## config.mk

```make
export PLATFORM = sky130hd
export DESIGN_NAME = fp_align_stage_flat
export DESIGN_NICKNAME = d
export VERILOG_FILES = /design/src/rtl/fp_align_if.sv /design/src/rtl/fp_align_stage.sv /design/src/flat_wrapper.sv
export SDC_FILE = /design/constraint.sdc
export NUM_CORES = 1
export LEC_CHECK = 0
export ABC_AREA = 1
export CORE_UTILIZATION = 40
export CTS_CLUSTER_SIZE = 20
export DETAILED_ROUTE_END_ITERATION = 10
export PLACE_DENSITY = 0.64
export REMOVE_ABC_BUFFERS = 1
export SLEW_MARGIN = 0
export SYNTH_ARGS = -nofsm -noshare
export SYNTH_HDL_FRONTEND = slang
export SYNTH_SLANG_ARGS = --single-unit
```

## constraint.sdc

```tcl
create_clock -name clk -period 6.2 [get_ports clk]
set_input_delay 1.55 -clock clk [delete_from_list [all_inputs] [get_ports clk]]
set_output_delay 1.55 -clock clk [all_outputs]
set_load 0.005 [all_outputs]
```

## src/rtl/fp_align_if.sv

```systemverilog
// -----------------------------------------------------------------------------
// fp_align_if
// Handshake and data bundle between the producer of binary32 operand pairs,
// the fp_align_stage, and the significand add/subtract stage downstream.
//
// Handshake (both sides): a transfer happens on a rising clk edge where
// valid & ready are both high. A producer holding valid keeps its data stable
// until that edge; ready never depends combinationally on valid.
//
// Signals:
//   in_valid / in_ready      operand pair handshake
//   in_a, in_b               binary32 operands
//   out_valid / out_ready    aligned result handshake
//   out_exp                  common (larger) effective exponent
//   out_big_sign             sign of larger-magnitude operand
//   out_small_sign           sign of smaller-magnitude operand
//   out_big_mant             larger significand, hidden bit included
//   out_small_mant           aligned smaller significand {24b, G, R, S}
//   out_swap                 B had the larger magnitude
//   out_special              either operand has exponent 0xFF
//
// Modports: slave = the alignment stage, master = the environment around it.
// -----------------------------------------------------------------------------
interface fp_align_if;
  logic        in_valid;
  logic        in_ready;
  logic [31:0] in_a;
  logic [31:0] in_b;
  logic        out_valid;
  logic        out_ready;
  logic [7:0]  out_exp;
  logic        out_big_sign;
  logic        out_small_sign;
  logic [23:0] out_big_mant;
  logic [26:0] out_small_mant;
  logic        out_swap;
  logic        out_special;

  modport slave (
    input  in_valid, in_a, in_b, out_ready,
    output in_ready, out_valid, out_exp, out_big_sign, out_small_sign,
           out_big_mant, out_small_mant, out_swap, out_special
  );

  modport master (
    output in_valid, in_a, in_b, out_ready,
    input  in_ready, out_valid, out_exp, out_big_sign, out_small_sign,
           out_big_mant, out_small_mant, out_swap, out_special
  );
endinterface

```

## src/rtl/fp_align_stage.sv

```systemverilog
// -----------------------------------------------------------------------------
// fp_align_stage
// Two-stage exponent-compare / significand-alignment pipeline of the binary32
// adder. Stage 1 unpacks both operands, orders them by magnitude and forms the
// exponent difference. Stage 2 right-shifts the smaller significand with
// guard/round/sticky bits. One result per cycle when downstream is ready.
//
// Ports:
//   clk   rising-edge clock
//   rst   synchronous, active-high reset; discards anything in flight
//   bus   fp_align_if.slave (operand input and aligned result output)
// -----------------------------------------------------------------------------
module fp_align_stage (
  input  logic        clk,
  input  logic        rst,
  fp_align_if.slave   bus
);

  // ---------------------------------------------------------------------------
  // Pipeline control: a stage loads when it is empty or its content leaves.
  // ---------------------------------------------------------------------------
  logic s1_valid_q;
  logic s2_valid_q;
  logic s2_adv;
  logic s1_adv;

  assign s2_adv      = !s2_valid_q || bus.out_ready;
  assign s1_adv      = !s1_valid_q || s2_adv;
  assign bus.in_ready = s1_adv;

  // ---------------------------------------------------------------------------
  // Stage 1 combinational: unpack, order, exponent difference
  // ---------------------------------------------------------------------------
  logic [7:0]  ea_raw, eb_raw;
  logic [7:0]  ea_eff, eb_eff;
  logic [23:0] ma, mb;
  logic        s1_swap_d;
  logic        s1_big_sign_d, s1_small_sign_d;
  logic [7:0]  s1_exp_d, s1_small_exp_d;
  logic [23:0] s1_big_mant_d, s1_small_mant_d;
  logic [7:0]  s1_diff_d;
  logic        s1_special_d;

  always_comb begin
    ea_raw = bus.in_a[30:23];
    eb_raw = bus.in_b[30:23];
    // Denormals behave as exponent 1 with no hidden bit.
    ea_eff = (ea_raw == 8'd0) ? 8'd1 : ea_raw;
    eb_eff = (eb_raw == 8'd0) ? 8'd1 : eb_raw;
    ma     = {(ea_raw != 8'd0), bus.in_a[22:0]};
    mb     = {(eb_raw != 8'd0), bus.in_b[22:0]};

    // Exponent and fraction together order the magnitudes; ties keep A first.
    s1_swap_d = (bus.in_a[30:0] < bus.in_b[30:0]);

    if (s1_swap_d) begin
      s1_big_sign_d   = bus.in_b[31];
      s1_small_sign_d = bus.in_a[31];
      s1_exp_d        = eb_eff;
      s1_small_exp_d  = ea_eff;
      s1_big_mant_d   = mb;
      s1_small_mant_d = ma;
    end else begin
      s1_big_sign_d   = bus.in_a[31];
      s1_small_sign_d = bus.in_b[31];
      s1_exp_d        = ea_eff;
      s1_small_exp_d  = eb_eff;
      s1_big_mant_d   = ma;
      s1_small_mant_d = mb;
    end

    // Two's-complement subtract; never negative once the operands are ordered.
    s1_diff_d    = s1_exp_d + (~s1_small_exp_d + 8'd1);
    s1_special_d = (&ea_raw) || (&eb_raw);
  end

  // ---------------------------------------------------------------------------
  // Stage 1 registers
  // ---------------------------------------------------------------------------
  logic        s1_big_sign_q, s1_small_sign_q;
  logic [7:0]  s1_exp_q;
  logic [7:0]  s1_diff_q;
  logic [23:0] s1_big_mant_q, s1_small_mant_q;
  logic        s1_swap_q;
  logic        s1_special_q;

  // ---------------------------------------------------------------------------
  // Stage 2 combinational: alignment shift with sticky collection
  // ---------------------------------------------------------------------------
  logic [4:0]  sh;
  logic [26:0] ext;
  logic [26:0] shifted;
  logic [26:0] lost_mask;
  logic        sticky;
  logic [26:0] s2_small_mant_d;

  always_comb begin
    // Any distance of 27 or more pushes every bit into the sticky position.
    sh        = (s1_diff_q >= 8'd27) ? 5'd27 : s1_diff_q[4:0];
    ext       = {s1_small_mant_q, 3'b000};
    shifted   = ext >> sh;
    lost_mask = ~({27{1'b1}} << sh);
    sticky    = |(ext & lost_mask);
    s2_small_mant_d = {shifted[26:1], shifted[0] | sticky};
  end

  // ---------------------------------------------------------------------------
  // Stage 2 registers (drive the outputs directly)
  // ---------------------------------------------------------------------------
  logic        s2_big_sign_q, s2_small_sign_q;
  logic [7:0]  s2_exp_q;
  logic [23:0] s2_big_mant_q;
  logic [26:0] s2_small_mant_q;
  logic        s2_swap_q;
  logic        s2_special_q;

  always_ff @(posedge clk) begin
    if (rst) begin
      s1_valid_q      <= 1'b0;
      s1_big_sign_q   <= 1'b0;
      s1_small_sign_q <= 1'b0;
      s1_exp_q        <= 8'd0;
      s1_diff_q       <= 8'd0;
      s1_big_mant_q   <= 24'd0;
      s1_small_mant_q <= 24'd0;
      s1_swap_q       <= 1'b0;
      s1_special_q    <= 1'b0;
      s2_valid_q      <= 1'b0;
      s2_big_sign_q   <= 1'b0;
      s2_small_sign_q <= 1'b0;
      s2_exp_q        <= 8'd0;
      s2_big_mant_q   <= 24'd0;
      s2_small_mant_q <= 27'd0;
      s2_swap_q       <= 1'b0;
      s2_special_q    <= 1'b0;
    end else begin
      if (s1_adv) begin
        s1_valid_q <= bus.in_valid;
        if (bus.in_valid) begin
          s1_big_sign_q   <= s1_big_sign_d;
          s1_small_sign_q <= s1_small_sign_d;
          s1_exp_q        <= s1_exp_d;
          s1_diff_q       <= s1_diff_d;
          s1_big_mant_q   <= s1_big_mant_d;
          s1_small_mant_q <= s1_small_mant_d;
          s1_swap_q       <= s1_swap_d;
          s1_special_q    <= s1_special_d;
        end
      end
      // Output fields only change when stage 2 advances, so they hold under stall.
      if (s2_adv) begin
        s2_valid_q <= s1_valid_q;
        if (s1_valid_q) begin
          s2_big_sign_q   <= s1_big_sign_q;
          s2_small_sign_q <= s1_small_sign_q;
          s2_exp_q        <= s1_exp_q;
          s2_big_mant_q   <= s1_big_mant_q;
          s2_small_mant_q <= s2_small_mant_d;
          s2_swap_q       <= s1_swap_q;
          s2_special_q    <= s1_special_q;
        end
      end
    end
  end

  assign bus.out_valid      = s2_valid_q;
  assign bus.out_exp        = s2_exp_q;
  assign bus.out_big_sign   = s2_big_sign_q;
  assign bus.out_small_sign = s2_small_sign_q;
  assign bus.out_big_mant   = s2_big_mant_q;
  assign bus.out_small_mant = s2_small_mant_q;
  assign bus.out_swap       = s2_swap_q;
  assign bus.out_special    = s2_special_q;

endmodule

```

## src/flat_wrapper.sv

```systemverilog
// flat-port wrapper written by rule: the top's interface ports become plain ports
module fp_align_stage_flat 
  (clk, rst, bus_in_valid, bus_in_a, bus_in_b, bus_out_ready, bus_in_ready, bus_out_valid, bus_out_exp, bus_out_big_sign, bus_out_small_sign, bus_out_big_mant, bus_out_small_mant, bus_out_swap, bus_out_special);
  fp_align_if bus_i ();
  input  logic clk;
  input  logic rst;
  input wire logic [$bits(bus_i.in_valid)-1:0] bus_in_valid;
  input wire logic [$bits(bus_i.in_a)-1:0] bus_in_a;
  input wire logic [$bits(bus_i.in_b)-1:0] bus_in_b;
  input wire logic [$bits(bus_i.out_ready)-1:0] bus_out_ready;
  output wire logic [$bits(bus_i.in_ready)-1:0] bus_in_ready;
  output wire logic [$bits(bus_i.out_valid)-1:0] bus_out_valid;
  output wire logic [$bits(bus_i.out_exp)-1:0] bus_out_exp;
  output wire logic [$bits(bus_i.out_big_sign)-1:0] bus_out_big_sign;
  output wire logic [$bits(bus_i.out_small_sign)-1:0] bus_out_small_sign;
  output wire logic [$bits(bus_i.out_big_mant)-1:0] bus_out_big_mant;
  output wire logic [$bits(bus_i.out_small_mant)-1:0] bus_out_small_mant;
  output wire logic [$bits(bus_i.out_swap)-1:0] bus_out_swap;
  output wire logic [$bits(bus_i.out_special)-1:0] bus_out_special;
  assign bus_i.in_valid = bus_in_valid;
  assign bus_i.in_a = bus_in_a;
  assign bus_i.in_b = bus_in_b;
  assign bus_i.out_ready = bus_out_ready;
  assign bus_in_ready = bus_i.in_ready;
  assign bus_out_valid = bus_i.out_valid;
  assign bus_out_exp = bus_i.out_exp;
  assign bus_out_big_sign = bus_i.out_big_sign;
  assign bus_out_small_sign = bus_i.out_small_sign;
  assign bus_out_big_mant = bus_i.out_big_mant;
  assign bus_out_small_mant = bus_i.out_small_mant;
  assign bus_out_swap = bus_i.out_swap;
  assign bus_out_special = bus_i.out_special;
  fp_align_stage u_core (.clk(clk), .rst(rst), .bus(bus_i));
endmodule
```

==> results of run 1 <==
==> cell type report <==
| type | instances | area share |
|---|---|---|
| multi-input combinational | 977 | 0.4679 |
| sequential | 133 | 0.2584 |
| timing repair buffer | 144 | 0.1365 |
| inverter | 132 | 0.04809 |
| clock buffer | 18 | 0.04165 |
| tap | 270 | 0.03279 |
| clock inverter | 13 | 0.01469 |
==> cell usage after synthesis (2+ instances only) <==
cell type | instances | area (sq um)
nand2_1 | 341 | 1280
nand3_1 | 203 | 1016
dfxtp_1 | 133 | 2663
inv_1 | 129 | 484.2
nor2_1 | 118 | 442.9
a21oi_1 | 114 | 570.6
o21ai_0 | 78 | 390.4
clkbuf_1 | 42 | 157.7
ha_1 | 37 | 462.9
nand4_1 | 25 | 156.4
buf_2 | 16 | 80.08
o211ai_1 | 11 | 82.58
o21ai_1 | 10 | 50.05
buf_6 | 7 | 78.83
buf_1 | 6 | 22.52
nor4_1 | 5 | 31.28
xor2_1 | 5 | 43.79
buf_4 | 4 | 30.03
nand2_2 | 4 | 25.02
nor2_4 | 4 | 45.04
nand2_4 | 3 | 33.78
clkinv_1 | 2 | 7.510
nand3_2 | 2 | 20.02
nand3b_1 | 2 | 15.01
==> registers in the layout (all words and copies together) (netlist names) <==
| signal | cells |
|---|---|
| u_core.bus.out_big_mant | 24 |
| u_core.bus.out_big_sign | 1 |
| u_core.bus.out_exp | 8 |
| u_core.bus.out_small_mant | 27 |
| u_core.bus.out_small_sign | 1 |
| u_core.bus.out_special | 1 |
| u_core.bus.out_swap | 1 |
| u_core.bus.out_valid | 1 |
| u_core.s1_big_mant_q | 24 |
| u_core.s1_big_sign_q | 1 |
| u_core.s1_diff_q | 8 |
| u_core.s1_exp_q | 8 |
| u_core.s1_small_mant_q | 24 |
| u_core.s1_small_sign_q | 1 |
| u_core.s1_special_q | 1 |
| u_core.s1_swap_q | 1 |
| u_core.s1_valid_q | 1 |
==> routing by layer <==
| metal | vias to the layer above | global-route usage | part of all wire |
|---|---|---|---|
| met3 | 30 | 0.04375 | 0.045 |
| met5 | - | 0 | 0 |
| met2 | 240 | 0.3945 | 0.47 |
| met4 | 0 | 0.06458 | 0.016 |
| met1 | 4031 | 0.3151 | 0.47 |
| li1 | 4502 | - | - |
==> metrics by stage <==
stage	instances	hold slack, ns
after floorplan	1242	0.4361
after global placement	1656	0.4493
after detailed placement	1656	0.4531
after CTS	1687	0.4634
after global routing	1687	0.4783
final	1687	0.4630
==> report_power, final <==
group          switching [uW]  internal, uW
Combinational             638           344
Sequential               46.5           925
Clock                     411           596
==> path summary, 6_finish.rpt <==
path	from	end	slack, ns	depth (start not counted)
min	u_core.s1_small_mant_q[11]	u_core.s1_small_mant_q[11]	0.46	2
min reg2reg	u_core.s1_small_mant_q[11]	u_core.s1_small_mant_q[11]	0.46	2
max reg2reg	u_core.s1_diff_q[7]	u_core.bus.out_small_mant[0]	3.25	11
max	bus_in_b[14]	u_core.s1_diff_q[7]	1.00	25
==> cell families (layout without fill, tap and decap cells) <==
logic type      Yosys count  count (layout)
compound gates          220             220
flops                   133             133
simple gates            713             713
fa+ha+maj                38              38
xor+xnor                  6               6
buf+inv                 208             307
==> worst max-delay path, delay by kind of cell <==
family	cells	cell delay, ns
buf+inv	4	0.74
simple gates	14	1.75
compound gates	5	0.84
fa+ha+maj	2	0.63
==> reports/metrics.yaml, run 1 <==
critical_path.slowest_cell: "clkdlybuf4s50_1"
final_cell_mix: "nand2_1, nand3_1, dfxtp_1"
nets: 1511
grt_usage: 0.2377
row_count: 52
synth-xor-area-share: 0.006299
clock.fmax_mhz: 192.4
p_total_uw: 2961
via_count: 8803
gp_congestion: 0.9417
slew_viol_final: 0
placed_area_sq_um: 9723
die_height_um: 146.4
core_sq_um: 20360
crit_fanout: 26
final_util: 0.5060
synth-simple-area-share: 0.3731
die_x_um: 146.4
synth_mux_area_frac: 0
finalWirelength_mm: 25.06
diodes: 0
initial_core_util: 0.4097
critPathLaunchType: "primary input"
final_area_sq_um: 10300
grt_pass1_wl_mm: 40.92
grt_pass1_vias: 8124
syn2layout_area_growth_pct: 23.50
netlist_instances: 1318
syn_area_per_cell_sq_um: 6.330
clkLatencyLatePin_ns: 0.43
max_slew_margin: 0.3160
cts.sinks: 133
cap_violations: 0
power.density_nw_per_um2: 287.4
synth_compound_area_frac: 0.1381
ios: 133
multi_input_comb_area_sq_um: 4821
drc_errors: 0
post_cts_buffers: 0
layout_commonest_cell: "nand2_1"
htree_levels: 4
setup-tns-final_ns: 0
synth_area_sq_um: 8343
setup_ws_ns: 1.001
hold_viol: 0
die_area_sq_um: 21440
fin_crit_ns: 5.199
synth-seq-cells: 133
drive_gt1_frac: 0.04799
dpl_worst_slack_ns: 0.6366
crit_path_end_kind: "register"
antenna_found_initial: 0
min-delay-path-class: "register to register"
root_buffer: "clkbuf_16"
yosys_warnings: 0
crit_path_frequent_cell: "nand2_1"
wl_per_cell_um: 14.86
dp_hpwl_mm: 17.46
arrival_ns: 5.52
cts_buffers: 17
cp.required_ns: 6.52
setup_viol: 0
first_iter_violations: 641
finalCritPeriodShare: 0.8385
overflow: 0
vdd_drop_max_mv: 0.2282
synth.distinct_cells: 41
seq_area_sq_um: 2663
port_buffers: 132
hold_buffers: 0
antenna_left: 0
synth_edf_count: 0
clk_path_buf_depth: 2
synthAdderAreaFrac: 0.05789
leakage_uw: 0.004613
avgViaCountPerCell: 5.218
synth-seq-area-share: 0.3191
path_clk_slew_ns: 0.06
synth_top_family_by_area: "simple AND/OR/NAND/NOR gates"
synth-main-ff-cell: "dfxtp_1"
status: "complete, no violations"
rsz0062_at_grt: "no"
crit_type: "primary input to register"
dr.pass1.iters: 6
worst_slew_pin_slew_ns: 1.026
async_flop_share: 0
cts_tree: "built"
fillers: 2114
postCtsResizedCells: 0
max_stage_delay_ns: 0.45
fin_skew_ns: 0.009898
grt_start_max_net_pins: 89
No activity file was read; power rests on OpenSTA's default activity.
==> run 2: changes to the inputs <==
- PLACE_DENSITY: 0.64 -> 0.67
- clock period: 6.2 -> 4.3 ns (I/O delays scaled with it)
==> run 2 against run 1 <==
Compared with the run above:
- utilization is 4.6 points higher
- sequential share of layout area fell by 2.2 points
- clock skew about the same
- die area did not move
- first-iteration DRC count increased by 6.7%
- non-clock buffer count is 101 higher
- via count rose by 4.8%
- total power grew 47%
- critical path depth shrank 1
- final cell count grew 6.0%
- worst setup slack lost 0.79 ns
==> reports/metrics.yaml, run 2 (synthesized netlist as in run 1, its figures left out) <==
cp.required_ns: 4.62
diodes: 0
cap_violations: 0
clkLatencyLatePin_ns: 0.43
vdd_drop_max_mv: 0.3303
clock.fmax_mhz: 244.6
row_count: 52
setup_ws_ns: 0.2120
fin_crit_ns: 4.088
htree_levels: 4
p_total_uw: 4347
initial_core_util: 0.4097
grt_start_max_net_pins: 78
dp_hpwl_mm: 18.13
rrSetupSlack_ns: 1.50
critical_path.slowest_cell: "clkdlybuf4s50_1"
crit_type: "primary input to register"
antenna_left: 0
die_x_um: 146.4
power.density_nw_per_um2: 386.7
max_slew_margin: 0.3746
drc_errors: 0
placed_area_sq_um: 10460
gp_congestion: 0.9213
dr.pass1.iters: 5
finalWirelength_mm: 25.67
final_util: 0.5520
syn2layout_area_growth_pct: 34.73
nets: 1612
setup_viol: 0
critPathLaunchType: "primary input"
die_area_sq_um: 21440
final_area_sq_um: 11240
crit_path_end_kind: "register"
crit_buf_inv: 7
multi_input_comb_area_sq_um: 5009
cts_buffers: 17
cts.sinks: 133
hold_viol: 0
path_clk_slew_ns: 0.07
status: "complete, no violations"
via_count: 9226
max_stage_delay_ns: 0.46
worst_slew_pin_slew_ns: 0.9346
leakage_uw: 0.005118
fin_skew_ns: 0.009590
final_cell_mix: "nand2_1, nand3_1, dfxtp_1"
drive_gt1_frac: 0.1297
grt_usage: 0.2394
antenna_found_initial: 0
ios: 133
cts_tree: "built"
core_sq_um: 20360
crit_fanout: 6
dpl_worst_slack_ns: -0.6695
first_iter_violations: 684
slew_viol_final: 0
wl_per_cell_um: 14.35
port_buffers: 132
min-delay-path-class: "register to register"
grt_pass1_vias: 8589
avgViaCountPerCell: 5.157
cp_top_family: "buffers and inverters"
hold_buffers: 0
overflow: 0
die_height_um: 146.4
largest_reg_flops: 27
root_buffer: "clkbuf_16"
layout_commonest_cell: "nand2_1"
finalCritPeriodShare: 0.9507
seq_area_sq_um: 2663
clk_path_buf_depth: 2
arrival_ns: 4.41
grt_pass1_wl_mm: 41.57
worstPathCellList: "clkdlybuf4s50_1 > inv_1 > ha_1 > nand2_1 > inv_1 > o21ai_2 > nand2_1 > nand2_1 > o211ai_1 > a21oi_4 > nand2_4 > buf_4 > buf_4 > o22ai_2 > inv_2 > ha_4 > fa_2 > o21ai_2 > a21oi_1 > nor2_1 > nor2_1 > xnor2_1 > o21ai_1 > inv_1"
fillers: 2065
==> run 2: cell types whose count changed in the layout (fill, tap and decap cells not counted), moves of 2 or more <==
| cell | previous run | this run |
|---|---|---|
| a21oi_1 | 114 | 110 |
| a21oi_2 | 0 | 4 |
| buf_4 | 12 | 112 |
| bufinv_16 | 2 | 0 |
| ha_1 | 37 | 29 |
| ha_4 | 0 | 8 |
| inv_1 | 128 | 126 |
| inv_2 | 2 | 4 |
| inv_6 | 3 | 5 |
| nand2_1 | 338 | 334 |
| nand2_2 | 7 | 10 |
| o21ai_0 | 78 | 72 |
| o21ai_2 | 1 | 5 |
==> run 2: final timing paths <==
kind / from / endpoint / cells after the start
worst max-delay path: bus_in_b[16] / u_core.s1_diff_q[6] / 24
worst min-delay path: u_core.s1_small_sign_q / u_core.s1_small_sign_q / 2
worst max register to register: u_core.s1_diff_q[7] / u_core.bus.out_small_mant[0] / 14
worst min register to register: u_core.s1_small_sign_q / u_core.s1_small_sign_q / 2
==> run 2: worst register-to-register path: stages (launching register included) <==
cell     delay [ns]
dfxtp_1        0.29
inv_1          0.08
nand2_1        0.09
nor2_4         0.34
nand2_4        0.13
nor2_4         0.56
nand2_1        0.31
nand2_1        0.18
nor2_1         0.05
nor2_1         0.08
nand2_1        0.05
nor2_1         0.23
nand3_1        0.11
nand2_1        0.09
a21oi_1        0.08
==> run 2: routing by layer <==
layer,track usage,share of wire,up-vias
met5,0,0,-
met4,0.07604,0.021,0
met3,0.04219,0.045,40
met2,0.4095,0.48,230
met1,0.3044,0.45,4261
li1,-,-,4695
==> run 2: layout make-up <==
type                    instances  share of cell area
multi-input cells             977              0.4456
clock buffers                  18             0.03907
flip-flops and latches        133              0.2369
clock inverters                14             0.01046
repair buffers                245              0.1939
inverters                     132             0.04408
well taps                     270             0.03005
==> run 2: power breakdown <==
group	leakage, uW	switching, uW	total [uW]	internal (uW)
clock network	0.000266	606	1370	766
logic	0.00376	961	1570	611
registers	0.00109	68.3	1400	1330
total	0.00512	1640	4350	2710
==> run 2: what timing repair did <==
action,4_1_cts,5_1_grt
buffers inserted,0,4
setup endpoints to repair,4,4
pin swaps,0,19
hold endpoints to repair,0,0
resized for setup,4,37
==> run 2: metrics by stage <==
step | setup TNS, ns | hold WS (ns) | cells
2_1_floorplan | -46.23 | 0.4361 | 1242
3_3_place_gp | -2.247 | 0.4495 | 1753
3_5_place_dp | -2.828 | 0.4529 | 1753
4_1_cts | 0 | 0.4633 | 1785
5_1_grt | -0.02742 | 0.4774 | 1789
6_report | 0 | 0.4607 | 1789
